### src/rtl/nbody_pair_scheduler.sv
// Pair scheduler for the n-body force pipeline: walks (i,j) pairs per timestep, tracks
// in-flight results, then runs the per-body update pass. NBODY_SCHED_SKIP_SELF_EN drops j==i pairs.
module nbody_pair_scheduler #(
  parameter int BODY_ADDR_WIDTH = 9,
  parameter int PIPE_LATENCY    = 122,
  parameter int GAP_WIDTH       = 8,
  parameter int STEP_WIDTH      = 16
) (
  input  logic                       clk,
  input  logic                       rst,
  input  logic                       go,
  input  logic [BODY_ADDR_WIDTH:0]   n_bodies,
  input  logic [GAP_WIDTH-1:0]       gap,
  input  logic [STEP_WIDTH-1:0]      n_steps,
  output logic                       issue_valid,
  output logic [BODY_ADDR_WIDTH-1:0] issue_i,
  output logic [BODY_ADDR_WIDTH-1:0] issue_j,
  output logic                       issue_last,
  input  logic                       result_valid,
  output logic                       acc_clear,
  output logic                       update_valid,
  output logic [BODY_ADDR_WIDTH-1:0] update_idx,
  output logic                       busy,
  output logic                       done,
  output logic [STEP_WIDTH-1:0]      step_count,
  output logic [2:0]                 dbg_state
);

`ifdef NBODY_SCHED_SKIP_SELF_EN
  localparam bit SKIP_SELF = 1'b1;
`else
  localparam bit SKIP_SELF = 1'b0;
`endif

  localparam int NW = BODY_ADDR_WIDTH + 1;
  localparam int CW = $clog2(PIPE_LATENCY + 1);

  localparam logic [NW-1:0]              N_ONE    = NW'(1);
  localparam logic [NW-1:0]              N_TWO    = NW'(2);
  localparam logic [BODY_ADDR_WIDTH-1:0] B_ONE    = BODY_ADDR_WIDTH'(1);
  localparam logic [BODY_ADDR_WIDTH-1:0] B_TWO    = BODY_ADDR_WIDTH'(2);
  localparam logic [BODY_ADDR_WIDTH-1:0] FIRST_J  = SKIP_SELF ? B_ONE : '0;
  localparam logic [GAP_WIDTH-1:0]       GAP_ONE  = GAP_WIDTH'(1);
  localparam logic [STEP_WIDTH-1:0]      STEP_ONE = STEP_WIDTH'(1);
  localparam logic [CW-1:0]              C_ONE    = CW'(1);

  typedef enum logic [2:0] {
    S_IDLE   = 3'd0,
    S_CLEAR  = 3'd1,
    S_ISSUE  = 3'd2,
    S_DRAIN  = 3'd3,
    S_UPDATE = 3'd4,
    S_DONE   = 3'd5
  } state_t;

  state_t                     state_q, state_d;
  logic [NW-1:0]              n_q, n_d;
  logic [GAP_WIDTH-1:0]       gap_q, gap_d;
  logic [GAP_WIDTH-1:0]       gcnt_q, gcnt_d;
  logic [STEP_WIDTH-1:0]      steps_q, steps_d;
  logic [STEP_WIDTH-1:0]      step_q, step_d;
  logic [BODY_ADDR_WIDTH-1:0] i_q, i_d;
  logic [BODY_ADDR_WIDTH-1:0] j_q, j_d;
  logic [BODY_ADDR_WIDTH-1:0] upd_q, upd_d;
  logic [CW-1:0]              inflight_q, inflight_d;

  logic [NW-1:0]              last_j;
  logic [BODY_ADDR_WIDTH-1:0] j_inc;
  logic                       fire, pair_last, final_pair, dec;

  // issue_valid is a one-cycle strobe with no back-pressure: the force pipeline accepts
  // every issued pair and returns exactly one result_valid per pair, in issue order.
  assign fire       = (state_q == S_ISSUE) && (gcnt_q == '0);
  assign last_j     = (SKIP_SELF && ({1'b0, i_q} == n_q - N_ONE)) ? n_q - N_TWO : n_q - N_ONE;
  assign pair_last  = ({1'b0, j_q} == last_j);
  assign final_pair = pair_last && ({1'b0, i_q} == n_q - N_ONE);
  assign j_inc      = j_q + B_ONE;
  assign dec        = result_valid && (inflight_q != '0);

  always_comb begin
    inflight_d = inflight_q;
    if (fire && !dec)      inflight_d = inflight_q + C_ONE;
    else if (!fire && dec) inflight_d = inflight_q - C_ONE;
  end

  always_comb begin
    state_d = state_q;
    n_d     = n_q;
    gap_d   = gap_q;
    gcnt_d  = gcnt_q;
    steps_d = steps_q;
    step_d  = step_q;
    i_d     = i_q;
    j_d     = j_q;
    upd_d   = '0;
    case (state_q)
      S_IDLE, S_DONE: begin
        if (go) begin
          n_d     = n_bodies;
          gap_d   = (gap == '0) ? GAP_ONE : gap;
          steps_d = (n_steps == '0) ? STEP_ONE : n_steps;
          step_d  = '0;
          state_d = (n_bodies < N_TWO) ? S_DONE : S_CLEAR;
        end
      end
      S_CLEAR: begin
        i_d     = '0;
        j_d     = FIRST_J;
        gcnt_d  = '0;
        state_d = S_ISSUE;
      end
      S_ISSUE: begin
        if (fire) begin
          gcnt_d = gap_q - GAP_ONE;
          if (final_pair) begin
            state_d = S_DRAIN;
          end else if (pair_last) begin
            i_d = i_q + B_ONE;
            j_d = '0;
          end else begin
            // Hop over the diagonal when self-pairs are skipped.
            j_d = (SKIP_SELF && (j_inc == i_q)) ? j_q + B_TWO : j_inc;
          end
        end else begin
          gcnt_d = gcnt_q - GAP_ONE;
        end
      end
      S_DRAIN: begin
        if (inflight_d == '0) state_d = S_UPDATE;
      end
      S_UPDATE: begin
        if ({1'b0, upd_q} == n_q - N_ONE) begin
          step_d  = step_q + STEP_ONE;
          state_d = (step_q + STEP_ONE == steps_q) ? S_DONE : S_CLEAR;
        end else begin
          upd_d = upd_q + B_ONE;
        end
      end
      default: state_d = S_IDLE;
    endcase
  end

  always_ff @(posedge clk) begin
    if (rst) begin
      state_q    <= S_IDLE;
      n_q        <= '0;
      gap_q      <= '0;
      gcnt_q     <= '0;
      steps_q    <= '0;
      step_q     <= '0;
      i_q        <= '0;
      j_q        <= '0;
      upd_q      <= '0;
      inflight_q <= '0;
    end else begin
      state_q    <= state_d;
      n_q        <= n_d;
      gap_q      <= gap_d;
      gcnt_q     <= gcnt_d;
      steps_q    <= steps_d;
      step_q     <= step_d;
      i_q        <= i_d;
      j_q        <= j_d;
      upd_q      <= upd_d;
      inflight_q <= inflight_d;
    end
  end

  assign issue_valid  = fire;
  assign issue_i      = fire ? i_q : '0;
  assign issue_j      = fire ? j_q : '0;
  assign issue_last   = fire && pair_last;
  assign acc_clear    = (state_q == S_CLEAR);
  assign update_valid = (state_q == S_UPDATE);
  assign update_idx   = update_valid ? upd_q : '0;
  assign busy         = (state_q == S_CLEAR) || (state_q == S_ISSUE) ||
                        (state_q == S_DRAIN) || (state_q == S_UPDATE);
  assign done         = (state_q == S_DONE);
  assign step_count   = step_q;
  assign dbg_state    = state_q;

endmodule

### config.mk
export PLATFORM = sky130hd
export DESIGN_NAME = nbody_pair_scheduler
export DESIGN_NICKNAME = d
export VERILOG_FILES = /design/src/rtl/nbody_pair_scheduler.sv
export SDC_FILE = /design/constraint.sdc
export NUM_CORES = 1
export LEC_CHECK = 0
export CAP_MARGIN = 20
export CORE_MARGIN = 4
export CORE_UTILIZATION = 45
export DETAILED_ROUTE_END_ITERATION = 16
export GPL_ROUTABILITY_DRIVEN = 0
export PLACE_DENSITY = 0.68
export SETUP_SLACK_MARGIN = 0.5
export SLEW_MARGIN = 10
export SYNTH_ARGS = -nofsm -noshare
export SYNTH_HDL_FRONTEND = slang
export SYNTH_SLANG_ARGS = --single-unit
### constraint.sdc
create_clock -name clk -period 6.9 [get_ports clk]
set_clock_uncertainty 0.15 [all_clocks]
set_input_delay 1.035 -clock clk [delete_from_list [all_inputs] [get_ports clk]]
set_output_delay 1.035 -clock clk [all_outputs]
set_load 0.05 [all_outputs]
# == Yosys cells after proc, flatten, opt, wreduce, memory -nomap -nowiden ==
# Index checks and enable logic that the tools add are counted.
# W data, S select, Z words.
# word_totals
regBits,95
word_cells,91
# classes
add_sub_neg,9
order_cmp,1
n_eq_ne,16
mux,28
bitwise,1
reduce_logical,26
# ops
op,n
$mux W9,9
$mux W16,3
$pmux W9 S2,2
$pmux W16 S2,1
$eq A9 B10 Y1,3
$add A9 B1 Y9 const B,3
$mux W3,7
$add A16 B1 Y16 const B,1
$eq A16 B16 Y1,1
$logic_not A16 Y1,1
$logic_not A8 Y1,2
$mux W8,2
$pmux W8 S2,1
$sub A8 B1 Y8 const B,2
$pmux W3 S5,1
$mux W7,2
$ne A2 B2 Y1 const B,6
$lt A10 B2 Y1 const B,1
$sub A10 B1 Y10 const B,1
$add A7 B1 Y7 const B,1
$logic_not A7 Y1,1
$reduce_bool A7 Y1,1
$sub A7 B1 Y7 const B,1
$eq A3 B2 Y1 const B,2
other kinds (15),26

# == Longest topological paths before layout ==
# depth
ltp_word,9
depth_mapped,17

# == Worst setup path after synthesis ==
# Ideal clock, no wire load.
# synth_timing
path_type,register to output
from,reg state_q[1] (netlist: dbg_state[1])
to,out issue_i[4]
arrival_ns,3.115
required_time_ns,5.715
slack_ns,2.600
stages_incl_launch_ff,8
path_buffers,3
cell_sequence,dfxtp_1 > nor3b_2 > nand3_1 > inv_1 > buf_2 > buf_1 > clkbuf_1 > and2_1
# synth_between
elab_chain_len,3
# synth_rtl
item,line,rtl
start: declaration,56,"state_t state_q, state_d;"
start signal: assignment,156,state_q <= state_d;
$eq A3 B2 Y1,73,assign fire = (state_q == S_ISSUE) && (gcnt_q == '0);
$logic_and A1 B1 Y1,73,
net issue_valid,15,"output logic issue_valid,"
$mux W9,170,assign issue_i = fire ? i_q : '0;
end: declaration,16,"output logic [BODY_ADDR_WIDTH-1:0] issue_i,"
# The timed path passes the listed nets, and every way through them passes these cells.

# == Worst setup path in the final report ==
# layout_timing
from,reg state_q[2] (netlist: dbg_state[2])
to,out issue_last
# layout_between
elab_chain_len,3
# layout_rtl
item,line,rtl
$eq A3 B2 Y1,73,
$logic_and A1 B1 Y1,73,
$logic_and A1 B1 Y1,172,assign issue_last = fire && pair_last;
end: declaration,18,"output logic issue_last,"
# No other way between the ends.

==> run metrics <==
slew of the pin with the lowest slew margin=just over 0.9 ns; first-pass GRT wire length=~29,000 µm; initial antenna violation count=0; Starting Density=between 40 and 50%; final hold vios=0; Sink Count=95; root buffer cell=clkbuf_16; gr ovfl total=0; clk slew on worst S/H paths=~0.070 ns; CTS tree=yes; PortBufs=89; FF/Latch Area=between 1500 and 2000 µm²; postcts setup bufs=0; DRC Markers=0; via count=6,173; Ys Warns=0; hold buffers post-CTS=0; CP Max Fanout=22; CP bufs+invs=2; clock share of power=between 20% and 30%; largest net degree at the start of global routing=80; Die W=roughly 130 µm; placed wire-length estimate=approximately 12,000 µm; combinational power share=approximately 47%; Post-synth EDFFs=0; CP cell instances=nor3b_2, nand3_1, inv_1, and3_1, clkdlybuf4s50_1; Final ANT Viol Nets=0; multi-input logic area=approximately 4000 µm²; number of global-route vias before repair=5,728; Tot GR Track Use=between 20% and 30%; row cnt=42; Sw Share=around 44%; Pint=~1.3 mW; Leakage=about 2.6 nW; fmax=~200 MHz; Rel. slew slack=38.08%; maximum VDD drop=between 0.15 and 0.2 mV; Psw=1.008 mW; crit path launch type=flop; fin crit share=between 70% and 80%; Layout fillers=between 1k and 1.5k; CTS buffer count=9; worst hold slack=approximately 0.32 ns; 1st-iter DRT viols=~620; max incr delay on CP=0.80 ns; reg2reg setup slack=about 2.4 ns; post-cts sizing count=0; Post-Route WL=17,230 µm; Area Growth Syn to Fin=18.78%; final setup fails=0; Syn Std Cell Area=between 6000 and 7000 µm²; CTS Buffer Depth=2; post-layout net count=roughly 910; family with the most delay on the worst path=simple AND/OR/NAND/NOR gates; cell count after synthesis=between 800 and 900; syn nets=around 860; Async S/R FF share, synth=0%; ys flop type=dfxtp_1; run status=finished, final reports clean; n_diodes=0; sequential share of power=32.5%; Crit path required time=~5.7 ns; Die Ht=roughly 130 µm; routed len/inst=16.48 µm; Worst-Skew Late Latency=approximately 0.35 ns; Yosys cell types=between 70 and 80; TNS Setup=0 ns; critical path class=reg2out; most frequent cells in the layout=122 x nand2_1, 95 x dfxtp_1, 88 x clkdlybuf4s50_1; layout cells sized above 1=4.828%; I/O Pins=90; Vias/cell=approximately 5.9; post-synthesis register bit count=95; Final Max Slew Viols=0; DRT Pass-1 Iters=5; most common cell after layout, fill and taps aside=nand2_1; arrival time worst endpoint=~4 ns; core box area=~13,000 µm²; max cap viols=0; H-Tree Level Count=3; share of the yosys chip area belonging to registers=about 30%; die area=roughly 16,000 µm²; Avg Cell Area, Syn=between 7 and 8 µm²; Slowest cell on crit path=clkdlybuf4s50_1; worst hold path type=reg2reg; unrepaired setup endpoints after global routing=no; CP Capture Type=primary output; PwrDens=a little over 300 nW/µm²; fin crit period=slightly above 5 ns
==> flip-flops by register name, summed over array words and instances, names as in the netlist <==
register	flops
steps_q	16
gap_q	8
inflight_q	7
upd_q	9
step_count	16
i_q	9
j_q	9
n_q	10
dbg_state	3
gcnt_q	8
==> cell usage after synthesis (5+ instances only) <==
library cell  instances  area (µm²)
a211oi_1              9       67.56
a21o_1                6       45.04
a21oi_1              56       280.3
a311oi_1              5       43.79
a31oi_1               7       43.79
a32o_1               14       140.1
and2_1               24       150.1
and3_1               18       112.6
buf_2                 8       40.04
buf_6                 5       56.30
clkbuf_1             35       131.4
dfxtp_1              95        1902
ha_1                  9       112.6
inv_1                18       67.56
mux2i_1               9       90.09
nand2_1             122       457.9
nand2b_1             13       81.33
nand3_1              30       150.1
nand4_1              11       68.82
nand4b_1              5       43.79
nor2_1               66       247.7
nor3_1               26       130.1
nor3b_1               7       52.55
nor4_1               23       143.9
o21a_1                5       37.54
o21ai_0              29       145.1
or3_1                10       62.56
xnor2_1              45       394.1
xor2_1               24       210.2
==> path summary, 6_finish.rpt <==
check | end | depth (start not counted) | start
worst max-delay path | issue_last | 5 | dbg_state[2]
worst min-delay path | steps_q[14] | 2 | steps_q[14]
worst max register to register | dbg_state[2] | 10 | dbg_state[2]
worst min register to register | steps_q[14] | 2 | steps_q[14]
==> final cells by class <==
type	count	share of cell area [%]
inverter	19	0.9617
clock buffer	10	3.088
sequential	95	25.65
timing repair buffer	93	12.62
clock inverter	6	0.5062
tap	176	2.969
multi-input combinational	647	54.21
==> through the flow <==
| step | cell area [µm²] | instances | power (mW) | setup WS [ns] | util, % |
|---|---|---|---|---|---|
| CTS | 7388 | 1045 | 2.293 | 1.779 | 55.14 |
| global placement | 7122 | 1029 | 1.790 | 2.289 | 53.15 |
| detailed placement | 7122 | 1029 | 1.825 | 2.139 | 53.15 |
| global route | 7416 | 1046 | 2.467 | 1.430 | 55.34 |
| finish | 7416 | 1046 | 2.305 | 1.777 | 55.34 |
| floorplan | 6243 | 814 | 1.591 | 2.600 | - |
==> power by group through the flow <==
| stage | sequential [mW] | clock (mW) | combinational, mW |
|---|---|---|---|
| after floorplan | 0.715 | 0 | 0.876 |
| after detailed placement | 0.757 | 0 | 1.07 |
| after global placement | 0.751 | 0 | 1.04 |
| final | 0.749 | 0.463 | 1.09 |
| after global routing | 0.766 | 0.494 | 1.21 |
| after CTS | 0.746 | 0.473 | 1.07 |
==> logic make-up (layout without fill, tap and decap cells) <==
kind of cell | count (synthesis) | in the layout | synth area share, %
fa+ha+maj | 11 | 11 | 2.124
flops | 95 | 95 | 30.46
xor+xnor | 71 | 71 | 10.40
simple gates | 381 | 381 | 31.04
buf+inv | 72 | 128 | 5.150
compound gates | 171 | 171 | 18.66
mux | 13 | 13 | 2.164
==> worst reg2reg max path: cells and delay by family, from the launching register on <==
kind,cells,cell delay (ns)
flip-flops,1,0.52
AO/OA/AOI/OAI,2,0.51
AND/OR/NAND/NOR,5,1.90
multiplexers,1,0.36
buffers and inverters,2,1.03
==> layer usage <==
layer  track usage [%]  vias to the layer above  share of wire (%)
li1                  -                     3002                  -
met1             28.23                     2950                 44
met2             36.34                      193                 48
met3             3.048                       28                5.4
met4             7.508                        0                2.1
met5                 0                        -                  0
Note: power is estimated with default switching activity, not from simulation.
